--- src/rtl/pipelined_fastadder.sv ---
// Streaming M-operand adder: a linear 3:2 carry-save chain, registered every PIPE levels,
// then a registered carry-propagate adder. Valid/ready on both sides with bubble collapsing.
module pipelined_fastadder #(
   parameter int M    = 5,
   parameter int N    = 64,
   parameter int PIPE = 1,
   parameter int G    = $clog2(M) + 1
) (
   input  logic             clk,
   input  logic             rst_n,
   input  logic             in_valid,
   output logic             in_ready,
   input  logic [M*N-1:0]   x,
   input  logic [M-1:0]     neg,
   input  logic             is_signed,
   input  logic             cin,
   output logic             out_valid,
   input  logic             out_ready,
   output logic [N+G-1:0]   S
);

   localparam int W  = N + G;
   localparam int R  = M - 1;
   localparam int NS = (R + PIPE - 1) / PIPE;
   localparam int L  = NS + 1;

   typedef logic [M:0][W-1:0] rows_t;

   rows_t          rows0;
   rows_t          cur;
   rows_t          d [NS];
   rows_t          q [NS];
   logic [W-1:0]   ca, cb, cc;
   logic [N-1:0]   op;
   logic [W-1:0]   ext;
   logic [W-1:0]   corr;
   logic [L-1:0]   v, v_nxt, adv, load;
   logic           go;

   // Inverting a negated operand leaves a -1 per row; the correction row adds those back with cin.
   always_comb begin
      rows0 = '0;
      op    = '0;
      ext   = '0;
      corr  = W'(cin);
      for (int i = 0; i < M; i++) begin
         op       = x[i*N +: N];
         ext      = is_signed ? {{G{op[N-1]}}, op} : {{G{1'b0}}, op};
         rows0[i] = neg[i] ? ~ext : ext;
         corr     = corr + W'(neg[i]);
      end
      rows0[M] = corr;
   end

   // Level j folds rows j-1..j+1 in place: carry lands in row j, sum in row j+1.
   always_comb begin
      cur = rows0;
      ca  = '0;
      cb  = '0;
      cc  = '0;
      for (int s = 0; s < NS; s++) begin
         for (int j = 1; j <= R; j++) begin
            if (j > s*PIPE && j <= (s+1)*PIPE) begin
               ca       = cur[j-1];
               cb       = cur[j];
               cc       = cur[j+1];
               cur[j]   = ((ca & cb) | (ca & cc) | (cb & cc)) << 1;
               cur[j+1] = ca ^ cb ^ cc;
            end
         end
         d[s] = cur;
         cur  = q[s];
      end
   end

   // Advance chain runs from the output back to the input; a stage may move if the next one is free or moving.
   always_comb begin
      adv = '0;
      go  = out_ready;
      for (int k = L-1; k >= 0; k--) begin
         adv[k] = v[k] & go;
         go     = ~v[k] | adv[k];
      end
      in_ready = go;
      load     = {adv[L-2:0], in_valid & go};
      v_nxt    = load | (v & ~adv);
   end

   always_ff @(posedge clk) begin
      for (int s = 0; s < NS; s++) begin
         if (load[s]) q[s] <= d[s];
      end
   end

   always_ff @(posedge clk) begin
      if (!rst_n) begin
         v <= '0;
         S <= '0;
      end else begin
         v <= v_nxt;
         if (load[L-1]) S <= q[NS-1][M-1] + q[NS-1][M];
      end
   end

   assign out_valid = v[L-1];

endmodule
--- config.mk ---
export PLATFORM = sky130hd
export DESIGN_NAME = pipelined_fastadder
export DESIGN_NICKNAME = d
export VERILOG_FILES = /design/src/rtl/pipelined_fastadder.sv
export SDC_FILE = /design/constraint.sdc
export NUM_CORES = 1
export LEC_CHECK = 0
export ABC_AREA = 0
export CAP_MARGIN = 10
export CORE_UTILIZATION = 40
export CTS_CLUSTER_SIZE = 12
export DETAILED_ROUTE_END_ITERATION = 8
export SKIP_LAST_GASP = 1
export SYNTH_ARGS = -nofsm -noshare
export SYNTH_HDL_FRONTEND = slang
export SYNTH_SLANG_ARGS = --single-unit
--- constraint.sdc ---
create_clock -name clk -period 18.7 [get_ports clk]
set_clock_uncertainty 0.2 [all_clocks]
set_input_delay 3.74 -clock clk [delete_from_list [all_inputs] [get_ports clk]]
set_output_delay 3.74 -clock clk [all_outputs]
set_load 0.02 [all_outputs]
==> impl_metrics.json <==
{
  "fp.dieW_um": 304,
  "setup.worst_path.end_class": "output port",
  "fmax_mhz": 102,
  "syn_area_sq_um": 36600,
  "first_pass_iters": 5,
  "ir_drop_mv": 0.0573,
  "critical_path_class": "in2out",
  "syn-instance-count": 2288,
  "clock-root-buffer": "clkbuf_16",
  "slew_headroom_pct": 27.0,
  "synth-async-reset-ratio_pct": 0,
  "ys_top_cells_by_count": "735 x edfxtp_1, 341 x xor2_1, 202 x fa_1, 145 x nand2_1",
  "ant_nets": 0,
  "cap_violations": 0,
  "period_minus_slack_ns": 9.83,
  "worstPathRequired_ns": 14.76,
  "grt_max_degree": 77,
  "dp_slack_ns": 8.89,
  "cts_resized": 0,
  "synth_area_per_cell_sq_um": 16.0,
  "grt_overflow": 0,
  "cp.arrival_ns": 5.89,
  "status": "finished, final reports clean",
  "utilization_pct": 49.4,
  "slew_viol_final": 0,
  "ys_ff_latch": 808,
  "numClockSinks": 808,
  "grt_first_pass_wirelength_um": 120000,
  "crit_path_top_delay_cell": "clkdlybuf4s50_1",
  "yosys.cell_types.count": 69,
  "start_util_pct": 40.5,
  "critPathLaunchType": "input port",
  "cts_setup_buffers": 0,
  "core_sq_um": 90300,
  "synthToLayoutAreaGrowth_pct": 22.0,
  "critical_path.top_delay_family": "simple AND/OR/NAND/NOR gates",
  "grt_pass1_vias": 20900,
  "routabilityCongestion": 0.897,
  "num_io_pins": 401,
  "wirelength_um": 77200,
  "portBuffers": 400,
  "drt_iter0_drc": 1266,
  "die_y_um": 304,
  "cts_tree": "done",
  "antenna_found_initial": 1,
  "synth_edf_count": 735,
  "crit_top_cell": "clkdlybuf4s50_1",
  "synth_flop_cell": "edfxtp_1",
  "setup_viol": 0,
  "finalNetCount": 3382,
  "htree_levels": 3,
  "die_area_sq_um": 92600,
  "worst-slew-pin-transition_ns": 1.09,
  "layout-drive-gt1-share_pct": 6.33,
  "drc": 0,
  "via_per_inst": 4.93,
  "critPathMaxStageDelay_ns": 0.57,
  "worstSkewPairLatency_ns": 0.63,
  "tns_ns": 0,
  "crit_chain": "clkdlybuf4s50_1 -> nor2b_1 -> and3_1 -> nand3_1 -> clkdlybuf4s50_1",
  "fin_ws_ns": 8.87,
  "clk_path_buf_depth": 3,
  "num_rows": 110,
  "post-dp-hpwl_um": 56000,
  "vias": 19500,
  "wl_per_cell_um": 19.5,
  "yosysWarnings": 0,
  "hp-class": "reg2reg",
  "synth_nets": 2955,
  "synth_area_leaders": "edfxtp_1 60%, fa_1 11%, xor2_1 8.2%",
  "synth_most_common_cell": "edfxtp_1",
  "clkTransAtPathRegs_ns": 0.06,
  "final-hold-violation-count": 0,
  "synth_top_area_share_pct": 60.4,
  "p_leak_nw": 16.0,
  "worst-path-buf-inv": 2,
  "yosysSeqAreaShare_pct": 64.4,
  "cts_hold_buf": 0,
  "critPathMaxFanout": 6,
  "cts_buffers": 88,
  "grt_usage_pct": 16.8,
  "period_share_pct": 52.6,
  "rsz0062_at_grt": "no",
  "power_density_nw_per_um2": 95.0,
  "yosys.area.top_type": "edfxtp_1",
  "hold_ws_ns": 0.207
}
## metal layers
| metal | track usage [%] | routed length [um] |
|---|---|---|
| met1 | 23.2 | 34900 |
| met2 | 27.2 | 36700 |
| met3 | 2.92 | 4090 |
| met4 | 4.86 | 1480 |
| met5 | 0 | 0 |
## cells by family after synthesis
| logic type | share of synthesized area, % |
|---|---|
| flip-flops | 64.4 |
| XOR/XNOR | 8.75 |
| AND/OR/NAND/NOR | 4.38 |
| adder cells (fa/ha/maj) | 15.7 |
| AO/OA/AOI/OAI | 5.57 |
| buffers and inverters | 1.21 |
| multiplexers | 0.0548 |
## path summary, 6_finish.rpt
kind,startpoint,end,slack [ns],depth (start not counted)
worst max-delay path,out_ready,in_ready,8.87,5
worst min-delay path,q[0][328],q[1][328],0.21,0
worst min register to register,q[0][328],q[1][328],0.21,0
worst max register to register,v[4],q[0][168],14.52,6
## layout by cell type, fill, tap and decap left out, types with 7 or more instances in the layout
cell	synthesis	routed
edfxtp_1	735	735
clkdlybuf4s50_1	0	395
xor2_1	341	341
fa_1	202	202
nand2_1	145	145
a21oi_1	134	134
ha_1	134	134
clkbuf_16	0	90
dfxtp_1	73	73
nor2_1	57	57
o21ai_0	52	52
nand3_1	38	38
inv_1	33	32
buf_4	0	25
xnor2_1	24	24
a21o_1	24	24
nand4_1	21	21
nor3_1	20	20
clkbuf_1	55	18
clkinv_1	0	17
clkinv_2	0	16
o211ai_1	12	12
o21bai_1	11	11
o31ai_1	10	10
a211oi_1	10	10
and3_1	8	8
o21a_1	8	8
or3_1	8	8
nor4_1	7	7
## sequential cells by signal (all words and copies together), names as in the netlist
register / flops
S: 68
q: 735
v: 5
## cell type report
| class | instances | area, sq um |
|---|---|---|
| Tap cell | 1176 | 1470 |
| Timing Repair Buffer | 420 | 4140 |
| Fill cell | 7587 | 45700 |
| Sequential cell | 808 | 23500 |
| Multi-Input combinational cell | 1364 | 12600 |
| Inverter | 33 | 124 |
| Antenna cell | 1 | 2.50 |
| Clock buffer | 109 | 2330 |
| Clock inverter | 46 | 348 |
## metrics by stage
step | area, sq um | total power [mW] | cells
after detailed placement | 41900 | 2.68 | 3801
after CTS | 44600 | 4.31 | 3956
after global routing | 44600 | 4.43 | 3957
after global placement | 41900 | 2.66 | 3801
final | 44600 | 4.24 | 3957
after floorplan | 36600 | 2.47 | 2288
## report_power, final
part	internal [mW]	switching, mW	leakage [nW]	total, mW
Combinational	0.186	0.206	7.05	0.392
Clock	0.928	0.686	1.31	1.61
Sequential	2.17	0.0620	7.62	2.23
Total	3.28	0.954	16.0	4.24
Power figures use the tool's default switching activity.
